===== config.mk =====
export PLATFORM = sky130hd
export DESIGN_NAME = pa_bmu_req_arb
export DESIGN_NICKNAME = d
export VERILOG_FILES = /design/src/rtl/pa_bmu_req_arb.sv
export SDC_FILE = /design/constraint.sdc
export NUM_CORES = 1
export LEC_CHECK = 0
export ABC_AREA = 1
export CAP_MARGIN = 20
export CORE_AREA = 2 2 119 121
export CTS_BUF_LIST = sky130_fd_sc_hd__clkbuf_4 sky130_fd_sc_hd__clkbuf_8 sky130_fd_sc_hd__clkbuf_16
export CTS_CLUSTER_DIAMETER = 120
export CTS_CLUSTER_SIZE = 28
export DETAILED_ROUTE_END_ITERATION = 8
export DIE_AREA = 0 0 121 123
export HOLD_SLACK_MARGIN = 0.06
export REMOVE_ABC_BUFFERS = 1
export SETUP_SLACK_MARGIN = 0.4
export SYNTH_ARGS = -nofsm -noshare
export SYNTH_HDL_FRONTEND = slang
export SYNTH_SLANG_ARGS = --single-unit

===== constraint.sdc =====
create_clock -name bmu_clk -period 2 [get_ports bmu_clk]
set_input_delay 0.2 -clock bmu_clk [delete_from_list [all_inputs] [get_ports bmu_clk]]
set_output_delay 0.2 -clock bmu_clk [all_outputs]
set_load 0.01 [all_outputs]

===== src/rtl/pa_bmu_req_arb.sv =====
// Two-master (IFU/LSU) arbiter sharing the single BMU transaction channel.
// LSU has default priority; a starvation counter and an INCR4 burst lock shape the choice.
module pa_bmu_req_arb #(
  parameter int unsigned LSU_MAX_CONSEC = 4
) (
  input  logic        bmu_clk,
  input  logic        cpurst_b,
  input  logic        ifu_bmu_req,
  input  logic [31:0] ifu_bmu_addr,
  input  logic [3:0]  ifu_bmu_prot,
  input  logic [1:0]  ifu_bmu_size,
  input  logic [2:0]  ifu_bmu_burst,
  input  logic        ifu_bmu_seq,
  input  logic        lsu_bmu_req,
  input  logic [31:0] lsu_bmu_addr,
  input  logic [3:0]  lsu_bmu_prot,
  input  logic [1:0]  lsu_bmu_size,
  input  logic [2:0]  lsu_bmu_burst,
  input  logic        lsu_bmu_seq,
  input  logic        lsu_bmu_write,
  input  logic [31:0] lsu_bmu_wdata,
  input  logic        lsu_bmu_acc_deny,
  input  logic        bmu_tt_grant,
  input  logic        bmu_tt_trans_cmplt,
  input  logic        bmu_tt_acc_err,
  input  logic [31:0] bmu_tt_rdata,
  output logic        tt_bmu_req,
  output logic        tt_bmu_data_req,
  output logic        tt_bmu_write,
  output logic        tt_bmu_seq,
  output logic        tt_bmu_acc_deny,
  output logic [31:0] tt_bmu_addr,
  output logic [3:0]  tt_bmu_prot,
  output logic [1:0]  tt_bmu_size,
  output logic [2:0]  tt_bmu_burst,
  output logic [31:0] tt_bmu_wdata,
  output logic        bmu_ifu_grnt,
  output logic        bmu_ifu_trans_cmplt,
  output logic        bmu_ifu_acc_err,
  output logic [31:0] bmu_ifu_rdata,
  output logic        bmu_lsu_grnt,
  output logic        bmu_lsu_trans_cmplt,
  output logic        bmu_lsu_acc_err,
  output logic [31:0] bmu_lsu_rdata,
  output logic [3:0]  arb_dbginfo
);

  localparam logic       OwnIfu     = 1'b0;
  localparam logic       OwnLsu     = 1'b1;
  localparam logic [2:0] BurstIncr4 = 3'b011;
  localparam logic [3:0] StarveMax  = 4'(LSU_MAX_CONSEC);

  logic       pend_vld;
  logic       pend_owner;
  logic       data_vld;
  logic       data_owner;
  logic       lock_vld;
  logic       lock_owner;
  logic [1:0] beat_cnt;
  logic [3:0] starve_cnt;

  logic sel;
  logic sel_lsu;
  logic starve_sat;
  logic gnt;
  logic err_unlock;

  assign starve_sat = (starve_cnt == StarveMax);

  always_comb begin
    if (lock_vld) begin
      sel = lock_owner;
    end else if (pend_vld) begin
      sel = pend_owner;
    end else if (lsu_bmu_req && !(ifu_bmu_req && starve_sat)) begin
      sel = OwnLsu;
    end else begin
      sel = OwnIfu;
    end
  end

  assign sel_lsu = (sel == OwnLsu);

  assign tt_bmu_req      = sel_lsu ? lsu_bmu_req   : ifu_bmu_req;
  assign tt_bmu_addr     = sel_lsu ? lsu_bmu_addr  : ifu_bmu_addr;
  assign tt_bmu_prot     = sel_lsu ? lsu_bmu_prot  : ifu_bmu_prot;
  assign tt_bmu_size     = sel_lsu ? lsu_bmu_size  : ifu_bmu_size;
  assign tt_bmu_burst    = sel_lsu ? lsu_bmu_burst : ifu_bmu_burst;
  assign tt_bmu_seq      = sel_lsu ? lsu_bmu_seq   : ifu_bmu_seq;
  assign tt_bmu_write    = sel_lsu & lsu_bmu_write;
  assign tt_bmu_acc_deny = sel_lsu & lsu_bmu_acc_deny;

  assign gnt          = bmu_tt_grant & tt_bmu_req;
  assign bmu_ifu_grnt = gnt & ~sel_lsu;
  assign bmu_lsu_grnt = gnt & sel_lsu;

  assign tt_bmu_data_req = data_vld;
  assign tt_bmu_wdata    = (data_owner == OwnLsu) ? lsu_bmu_wdata : 32'h0;

  assign bmu_ifu_trans_cmplt = bmu_tt_trans_cmplt & (data_owner == OwnIfu);
  assign bmu_ifu_acc_err     = bmu_tt_acc_err & (data_owner == OwnIfu);
  assign bmu_ifu_rdata       = (data_owner == OwnIfu) ? bmu_tt_rdata : 32'h0;
  assign bmu_lsu_trans_cmplt = bmu_tt_trans_cmplt & (data_owner == OwnLsu);
  assign bmu_lsu_acc_err     = bmu_tt_acc_err & (data_owner == OwnLsu);
  assign bmu_lsu_rdata       = (data_owner == OwnLsu) ? bmu_tt_rdata : 32'h0;

  assign arb_dbginfo = {lock_vld, pend_vld, data_vld, data_owner};

  // A failed beat of the locked burst releases the bus without waiting for the remaining beats.
  assign err_unlock = lock_vld & data_vld & bmu_tt_trans_cmplt & bmu_tt_acc_err &
                      (data_owner == lock_owner);

  always_ff @(posedge bmu_clk or negedge cpurst_b) begin
    if (!cpurst_b) begin
      pend_vld   <= 1'b0;
      pend_owner <= 1'b0;
      data_vld   <= 1'b0;
      data_owner <= 1'b0;
      lock_vld   <= 1'b0;
      lock_owner <= 1'b0;
      beat_cnt   <= 2'd0;
      starve_cnt <= 4'd0;
    end else begin
      if (gnt) begin
        pend_vld <= 1'b0;
      end else if (tt_bmu_req) begin
        pend_vld   <= 1'b1;
        pend_owner <= sel;
      end

      if (gnt) begin
        data_vld   <= 1'b1;
        data_owner <= sel;
      end else if (bmu_tt_trans_cmplt) begin
        data_vld <= 1'b0;
      end

      if (err_unlock) begin
        lock_vld <= 1'b0;
        beat_cnt <= 2'd0;
      end else if (gnt) begin
        if (lock_vld) begin
          if (beat_cnt == 2'd1) begin
            lock_vld <= 1'b0;
          end
          beat_cnt <= beat_cnt - 2'd1;
        end else if (tt_bmu_burst == BurstIncr4) begin
          lock_vld   <= 1'b1;
          lock_owner <= sel;
          beat_cnt   <= 2'd3;
        end
      end

      if (!ifu_bmu_req || bmu_ifu_grnt) begin
        starve_cnt <= 4'd0;
      end else if (bmu_lsu_grnt && !lock_vld && !starve_sat) begin
        starve_cnt <= starve_cnt + 4'd1;
      end
    end
  end

endmodule


==> impl_metrics.csv, run 1 <==
group,metric,value,unit
synthesis,synth_seq_area_share,13.7,%
place,place_hpwl,9580,um
synthesis,synth_area_leaders,"nand2_1 (35%), inv_1 (20%), dfrtp_1 (14%)",
layout,n_antenna_cell,0,
grt,grt_pass1_vias,3265,
timing,worstMarginPinSlew,0.587,ns
synthesis,yosysUniqueCellTypes,28,
setup_path,arrival,1.88,ns
synthesis,synth_edf_count,0,
timing,finalHoldViolCount,0,
setup_path,crit_path_start,"starve_cnt[1]",
timing,rsz0062_at_grt,"yes",
timing,drv_slew,0,
layout,fin_util,45.0,%
outcome,status,"complete, but fails checks",
clock_network,cts_buffer_depth,2,
grt,grt_pass1_wl,17900,um
synthesis,synth_xor_area_share,0.801,%
synthesis,syn-cell-area,2190,um2
routing,via_count,3663,
layout,fin_nets,953,
timing,setup_viol,34,
clock_network,clk_pin_slew,0.05,ns
die,core-area,13600,um2
grt,grtUsageTotal,15.1,%
setup_path,start_kind,"flip-flop",
setup_path,r2r_start,"starve_cnt[1]",
job,max_cap_viol_count,0,
routing,dr.pass1.iters,4,
clock_network,cts_tree,"yes",
timing,maxSlewHeadroom,60.7,%
synthesis,synthTopCellsByCount,"nand2_1 (205), inv_1 (114), nor2_1 (44)",
synthesis,synth_top_family_by_area,"simple AND/OR/NAND/NOR gates",
timing,finalCritPeriodShare,104,%
routing,drc,0,
layout,instances_no_fill,972,
outcome,failed_checks,"setup timing",
grt,gr-total-overflow,0,
synthesis,synth_seq_cells,12,
synthesis,netlist_instances,450,
die,dieWidth,121,um
routing,wl_per_cell,13.3,um
setup_path,critPathMaxFanout,7,
synthesis,synthArstFlopShare,100,%
clock_network,cts_sinks,12,
routing,drtAntennaViolNets,0,
setup_path,crit_path_end_kind,"output port",
die,die_y,123,um
synthesis,yosys.area.top_type,"nand2_1",
clock_network,hold_buffers,0,
timing,fin_tns_setup,-0.838,ns
routing,vias_per_cell,3.77,
grt,grt_max_degree,22,
die,fp.dieArea,14900,um2
synthesis,yosysWarnings,0,
setup_path,critical_path_class,"flip-flop to output port",
synthesis,synth-simple-area-share,54.0,%
clock_network,ctsHtreeMaxLevel,1,
place,place_congestion,0.829,
min_path,hp-class,"input pin to async pin",
die,rows,43,
power,peakVddDrop,0.822,mV
synthesis,synth-main-ff-cell,"dfrtp_1",
synthesis,synth_compound_area_share,3.32,%
timing,finalWorstSetupSlack,-0.0780,ns
clock_network,clockRootBuffer,"clkbuf_16",
power,p_leak,0.00370,uW
setup_path,crit_required,1.80,ns
layout,nFillCells,1426,
layout,synthToLayoutAreaGrowth,180,%
grt,antenna_found_initial,0,
synthesis,synthMostInstantiatedCell,"nand2_1",
routing,drt_iter0_drc,106,
clock_network,cts_buffers,3,
synthesis,synth_fa_ha_area_share,1.72,%
synthesis,synth_mux_area_share,0,%
synthesis,synth_top_area_share,35.2,%
synthesis,avgSynthCellArea,4.86,um2
die,start_util,16.1,%
timing,fmax,481,MHz
die,pin_count,309,
timing,fin_skew,0.00367,ns
layout,drive_above_1_share,37.5,%
power,powerDensity,1350,nW/um2
clock_network,clk_latency,0.24,ns
place,io_buffers,308,
routing,totalWireLength,13000,um
place,dp_cells,942,
timing,fin_crit,2.08,ns
[cells in the final DEF (no fill, tap or decap), types with 3 or more instances in the layout]
master,Yosys,routed
buf_6,0,36
nand2_4,5,31
nand3_2,1,5
nor2_1,44,40
o21ai_1,1,4
buf_16,0,8
clkbuf_16,0,5
buf_12,1,8
nor2_4,1,4
buf_2,8,65
inv_2,5,20
inv_1,114,98
nand2_2,4,40
buf_8,0,3
clkbuf_2,0,30
dlygate4sd2_1,0,20
buf_4,4,29
dfrtp_1,12,11
clkdlybuf4s50_1,0,160
nand3_1,11,7
nand2_1,205,142
[state kept, by name, summed over array words and instances (netlist names)]
| register | flops |
|---|---|
| pend_vld | 1 |
| beat_cnt | 2 |
| pend_owner | 1 |
| lock_owner | 1 |
| starve_cnt | 4 |
| data_owner | 1 |
| tt_bmu_data_req | 1 |
| lock_vld | 1 |
[cell type report]
cell class / count / area, um2 / area share, %
repair buffers: 362 / 3380 / 55.3
multi-input cells: 295 / 1670 / 27.3
inverters: 119 / 449 / 7.34
flip-flops and latches: 12 / 302 / 4.93
well taps: 180 / 225 / 3.68
clock buffers: 4 / 88.8 / 1.45
[final timing paths]
kind,slack (ns),endpoint,cells past startpoint
max in group asynchronous,1.25,data_owner,1
worst max register to register,-0.01,starve_cnt[3],13
worst min-delay path,0.33,starve_cnt[1],1
min in group bmu_clk,0.46,beat_cnt[1],2
worst min register to register,0.46,beat_cnt[1],2
worst max-delay path,-0.08,tt_bmu_addr[6],12
[per-stage QoR]
stage	area [um2]	worst slack (ns)	hold WS, ns	total power, uW
2_1_floorplan	2060	-0.628	-0.0956	2830
3_3_place_gp	5640	-0.283	0.460	6480
3_5_place_dp	5640	-0.277	0.460	6470
4_1_cts	5890	-0.0596	0.354	7750
5_1_grt	6120	-0.196	0.368	8850
6_report	6120	-0.0780	0.331	8270
[where the power goes]
group | internal [uW] | leakage (uW) | switching, uW
logic | 3800 | 0.00350 | 3660
registers | 327 | 0.000151 | 68.0
clock network | 303 | 0.0000442 | 117
total | 4430 | 0.00370 | 3850
[cells by family (layout without fill, tap and decap cells)]
family | count (synthesis) | count (layout)
XOR/XNOR | 2 | 2
flip-flops | 12 | 12
buffers and inverters | 143 | 485
AND/OR/NAND/NOR | 279 | 279
adder cells (fa/ha/maj) | 3 | 3
AO/OA/AOI/OAI | 11 | 11
[per-layer routing]
layer / GRT usage, % / share of wire, % / vias to the layer above
met1: 19.4 / 41 / 1600
li1: - / - / 1943
met5: 0 / 0 / -
met3: 2.95 / 5.3 / 12
met4: 1.96 / 1.0 / 0
met2: 26.9 / 53 / 108
[worst max-delay path, stage by stage (launching register included)]
cell     delay [ns]
dfrtp_1        0.38
inv_2          0.08
ha_4           0.13
nand4_1        0.14
nand2_2        0.13
nand3_4        0.09
nand2_8        0.11
buf_8          0.13
buf_12         0.10
buf_16         0.12
nand2_2        0.04
nand2_1        0.05
buf_2          0.12
[what timing repair did]
| action | 4_1_cts | 5_1_grt |
|---|---|---|
| cloned | 9 | 2 |
| buffers inserted | 13 | 2 |
| setup endpoints to repair | 160 | 105 |
| pin swaps | 33 | 15 |
| resized for setup | 563 | 118 |
(Power assumes the default switching activity.)
==> run 2, diff against run 1 <==
--- a/config.mk
+++ b/config.mk
@@ -7,13 +7,15 @@
 export LEC_CHECK = 0
 export ABC_AREA = 1
 export CAP_MARGIN = 20
-export CORE_AREA = 2 2 119 121
+export CELL_PAD_IN_SITES_DETAIL_PLACEMENT = 1
+export CELL_PAD_IN_SITES_GLOBAL_PLACEMENT = 1
+export CORE_UTILIZATION = 13
 export CTS_BUF_LIST = sky130_fd_sc_hd__clkbuf_4 sky130_fd_sc_hd__clkbuf_8 sky130_fd_sc_hd__clkbuf_16
 export CTS_CLUSTER_DIAMETER = 120
 export CTS_CLUSTER_SIZE = 28
 export DETAILED_ROUTE_END_ITERATION = 8
-export DIE_AREA = 0 0 121 123
 export HOLD_SLACK_MARGIN = 0.06
+export PLACE_DENSITY_LB_ADDON = 0.1
 export REMOVE_ABC_BUFFERS = 1
 export SETUP_SLACK_MARGIN = 0.4
 export SYNTH_ARGS = -nofsm -noshare
==> constraint.sdc (replaced) <==
create_clock -name bmu_clk -period 2 [get_ports bmu_clk]
set_input_delay 0.2 -clock bmu_clk [delete_from_list [all_inputs] [get_ports bmu_clk]]
set_output_delay 0.2 -clock bmu_clk [all_outputs]
set_load 0.1 [all_outputs]
==> impl_metrics.csv, run 2 (synthesis results as in run 1) <==
group,metric,value,unit
setup_path,worst-path-buf-inv,5,
grt,grt_pass1_vias,4018,
grt,antenna_found_initial,0,
routing,vias_per_cell,3.98,
die,rows,47,
timing,drv_slew,0,
clock_network,ctsHtreeMaxLevel,1,
timing,maxSlewHeadroom,59.1,%
setup_path,crit_family,"simple AND/OR/NAND/NOR gates",
timing,finalWorstSetupSlack,-0.144,ns
die,core-area,16500,um2
routing,dr.pass1.iters,4,
layout,final_common_cell,"clkdlybuf4s50_1",
grt,grtUsageTotal,18.2,%
setup_path,cp_common_cell,"nand2_2",
setup_path,cp_slowest_cell,"dfrtp_1",
routing,wl_per_cell,17.5,um
setup_path,critPathMaxFanout,13,
place,dpl_worst_slack,-0.0550,ns
routing,drt_iter0_drc,106,
grt,grt_pass1_wl,24400,um
min_path,hp-class,"input pin to async pin",
timing,setup_viol,46,
grt,grt_max_degree,28,
die,die_y,132,um
die,start_util,13.2,%
timing,finalCritPeriodShare,107,%
layout,reg_top3,"starve_cnt: 4 flops, beat_cnt: 2 flops",
outcome,status,"complete, but fails checks",
setup_path,crit_required,1.80,ns
layout,fin_util,51.6,%
timing,finalHoldWorstSlack,0.342,ns
routing,drc,0,
place,place_congestion,0.871,
die,fp.dieArea,17300,um2
clock_network,cts_buffer_depth,2,
timing,worstMarginPinSlew,0.612,ns
setup_path,start_kind,"flip-flop",
timing,fin_crit,2.14,ns
setup_path,crit_path_max_incr_delay,0.39,ns
place,io_buffers,308,
setup_path,path_cells,"inv_2, ha_4, nand4_1, nand2_2, nand3_4, nand2_8, buf_6, inv_8, buf_12, nand2_2, nand2_2, buf_12",
layout,synthToLayoutAreaGrowth,290,%
clock_network,clockRootBuffer,"clkbuf_16",
layout,mostFrequentLayoutCells,"clkdlybuf4s50_1 (156), buf_12 (154), nand2_2 (106)",
clock_network,cts_sinks,12,
clock_network,cts_tree,"yes",
clock_network,cts_buffers,3,
routing,via_count,4010,
routing,totalWireLength,17700,um
routing,drtAntennaViolNets,0,
grt,gr-total-overflow,0,
die,pin_count,309,
timing,fin_skew,0.00746,ns
clock_network,clk_latency,0.24,ns
layout,n_antenna_cell,0,
setup_path,arrival,1.94,ns
timing,fmax,467,MHz
outcome,failed_checks,"setup timing",
layout,drive_above_1_share,57.6,%
layout,largest_register_ffs,4,
layout,largest_register,"starve_cnt",
place,place_hpwl,13200,um
clock_network,clk_pin_slew,0.05,ns
setup_path,crit_path_end_kind,"output port",
timing,rsz0062_at_grt,"yes",
die,dieWidth,132,um
layout,fin_nets,948,
job,max_cap_viol_count,0,
setup_path,critical_path_class,"flip-flop to output port",
timing,finalHoldViolCount,0,
-- run 2: worst register-to-register path: stages, from the launching register on --
cell and delay, ns:
dfrtp_1 0.39, inv_2 0.08, ha_4 0.13, nand4_1 0.13, nand2_2 0.12, nand3_4 0.10
nand2_8 0.10, buf_8 0.13, buf_16 0.13, nand2_4 0.05, nand2_4 0.07, buf_6 0.11
nand3_4 0.07, nand2_2 0.09, nand2_2 0.06, nand2_1 0.06, nand2_1 0.05
-- run 2: per-stage QoR --
stage / instances / instance area [um2] / TNS (ns)
floorplan: 426 / 2060 / -205.23
global placement: 965 / 7030 / -0.0157
detailed placement: 965 / 7030 / -0.605
CTS: 988 / 7710 / -4.72
global route: 1007 / 8530 / -9.81
finish: 1007 / 8530 / -5.38
-- run 2: per-layer routing --
metal  GRT usage (%)  vias to the layer above  share of wire [%]
li1                -                     1931                  -
met1            19.3                     1945                 37
met2            37.5                      122                 58
met3            3.09                       12                4.2
met4            2.26                        0                1.2
met5               0                        -                  0
-- run 2: cell type report --
class / count / area [um2]
Tap cell: 220 / 275
Clock buffer: 4 / 82.6
Multi-Input combinational cell: 295 / 2080
Fill cell: 1837 / 7990
Inverter: 119 / 484
Timing Repair Buffer: 357 / 5310
Sequential cell: 12 / 304
-- run 2: final timing paths --
| check | from | end | slack, ns | depth (start not counted) |
|---|---|---|---|---|
| worst max-delay path | starve_cnt[1] | tt_bmu_size[1] | -0.14 | 12 |
| worst min-delay path | cpurst_b | data_owner | 0.34 | 1 |
| worst max register to register | starve_cnt[1] | beat_cnt[0] | 0.02 | 16 |
| worst min register to register | beat_cnt[1] | beat_cnt[1] | 0.48 | 2 |
| max in group asynchronous | cpurst_b | data_owner | 1.21 | 1 |
| min in group bmu_clk | beat_cnt[1] | beat_cnt[1] | 0.48 | 2 |
-- run 2: timing repair --
action,4_1_cts,5_1_grt
gates cloned,3,10
setup endpoints to repair,143,134
gates resized for setup,145,199
pin swaps,16,52
buffers inserted,16,9
hold buffers,0,0
Power of run 2 is not shown: default switching activity piles up to over one toggle a cycle in this logic, so the estimate is an artifact.
==> run 3, diff against run 2 <==
--- a/config.mk
+++ b/config.mk
@@ -15,7 +15,7 @@
 export CTS_CLUSTER_SIZE = 28
 export DETAILED_ROUTE_END_ITERATION = 8
 export HOLD_SLACK_MARGIN = 0.06
-export PLACE_DENSITY_LB_ADDON = 0.1
+export PLACE_DENSITY = 0.92
 export REMOVE_ABC_BUFFERS = 1
 export SETUP_SLACK_MARGIN = 0.4
 export SYNTH_ARGS = -nofsm -noshare
==> constraint.sdc (replaced) <==
create_clock -name bmu_clk -period 2.2 [get_ports bmu_clk]
set_input_delay 0.22 -clock bmu_clk [delete_from_list [all_inputs] [get_ports bmu_clk]]
set_output_delay 0.22 -clock bmu_clk [all_outputs]
set_load 0.1 [all_outputs]
==> impl_metrics.csv, run 3 (synthesis results as in run 1) <==
group,metric,value,unit
clock_network,cts_buffers,3,
timing,fin_skew,0.00484,ns
timing,fin_tns_setup,-0.0113,ns
setup_path,worst-path-buf-inv,5,
grt,grtUsageTotal,18.5,%
setup_path,crit_path_max_incr_delay,0.38,ns
grt,antenna_found_initial,0,
die,fp.dieArea,17300,um2
place,place_congestion,0.799,
routing,drc,0,
setup_path,r2r_slack,0,ns
place,io_buffers,308,
clock_network,ctsHtreeMaxLevel,1,
routing,drt_iter0_drc,159,
routing,vias_per_cell,4.07,
clock_network,clk_pin_slew,0.05,ns
layout,drive_above_1_share,42.7,%
setup_path,path_cells,"inv_2, ha_4, nand4_1, nand2_1, nand3_4, nand2_8, buf_6, buf_12, buf_16, nand2_8, nand2_8, buf_12",
routing,dr.pass1.iters,4,
layout,mostFrequentLayoutCells,"clkdlybuf4s50_1 (156), buf_12 (147), inv_1 (110)",
layout,final_common_cell,"clkdlybuf4s50_1",
setup_path,arrival,1.99,ns
die,rows,47,
setup_path,crit_cells,12,
layout,instances_no_fill,997,
timing,finalCritPeriodShare,100,%
layout,reg_top3,"starve_cnt: 4 flops, beat_cnt: 2 flops",
outcome,failed_checks,"setup timing",
timing,worstMarginPinSlew,0.678,ns
grt,gr-total-overflow,0,
timing,setup_viol,2,
clock_network,cts_sinks,12,
clock_network,cts_buffer_depth,2,
timing,maxSlewHeadroom,54.6,%
grt,grt_max_degree,51,
timing,fin_crit,2.21,ns
setup_path,start_kind,"flip-flop",
routing,via_count,4055,
routing,drtAntennaViolNets,0,
job,max_cap_viol_count,0,
grt,grt_pass1_vias,4395,
setup_path,crit_path_end_kind,"output port",
layout,largest_register_ffs,4,
place,dp_cells,961,
layout,fin_nets,938,
routing,totalWireLength,18400,um
layout,n_antenna_cell,0,
setup_path,cp_common_cell,"nand2_8",
die,core-area,16500,um2
outcome,status,"complete, but fails checks",
setup_path,crit_family,"buffers and inverters",
setup_path,worst-r2r-cell-count,17,
timing,finalWorstSetupSlack,-0.00653,ns
setup_path,critical_path_class,"flip-flop to output port",
timing,rsz0062_at_grt,"yes",
die,die_y,132,um
grt,grt_pass1_wl,24800,um
timing,finalHoldViolCount,0,
clock_network,cts_tree,"yes",
layout,synthToLayoutAreaGrowth,273,%
setup_path,r2r_start,"starve_cnt[1]",
layout,largest_register,"starve_cnt",
setup_path,reg2reg_to,"lock_owner",
timing,drv_slew,0,
timing,fmax,453,MHz
routing,wl_per_cell,18.4,um
place,place_hpwl,13000,um
die,dieWidth,132,um
clock_network,hold_buffers,0,
setup_path,cp_slowest_cell,"dfrtp_1",
layout,nFillCells,1816,
clock_network,clk_latency,0.25,ns
setup_path,crit_required,1.98,ns
clock_network,clockRootBuffer,"clkbuf_16",
min_path,hp-class,"input pin to async pin",
die,pin_count,309,
die,start_util,13.2,%
setup_path,critPathMaxFanout,5,
[run 3: changes by cell type in the layout (fill, tap and decap cells not counted), sizes merged]
cell and delta:
clkbuf -4, buf -6
[run 3: what timing repair did]
action / in CTS / in global routing
setup endpoints to repair: 76 / 78
gates resized for setup: 102 / 118
pin swaps: 26 / 25
cloned: 5 / 4
setup buffers: 17 / 6
[run 3: worst max-delay path by stage]
| stage | from | end |
|---|---|---|
| final | starve_cnt[1] | tt_bmu_burst[1] |
| after global routing | starve_cnt[0] | tt_bmu_addr[21] |
| after CTS | starve_cnt[1] | tt_bmu_burst[1] |
| after detailed placement | ifu_bmu_req | beat_cnt[0] |
| after global placement | ifu_bmu_req | tt_bmu_addr[10] |
| after floorplan | data_owner | bmu_ifu_acc_err |
[run 3: routing by layer]
metal / part of all wire [%] / global-route usage, % / vias up
li1: - / - / 1907
met1: 33 / 17.4 / 1940
met2: 58 / 37.6 / 168
met3: 5.4 / 4.63 / 40
met4: 3.5 / 6.98 / 0
met5: 0 / 0 / -
[run 3: layout make-up]
class,count,area (um2),area share [%]
timing repair buffer,347,5030,61.6
multi-input combinational,295,1990,24.4
inverter,119,468,5.74
sequential,12,304,3.73
tap,220,275,3.37
clock buffer,4,88.8,1.09
[run 3: per-stage QoR]
stage               utilization [%]  area, um2  hold slack, ns  setup WS (ns)
finish                         49.4       8160           0.385       -0.00653
global route                   49.4       8160           0.417        -0.0853
CTS                            45.6       7540           0.388         0.0799
detailed placement             41.5       6850           0.476         0.0946
global placement               41.5       6850           0.462          0.150
floorplan                         -       2060         -0.0756          -1.73
Power of run 3 is left out for the same reason.
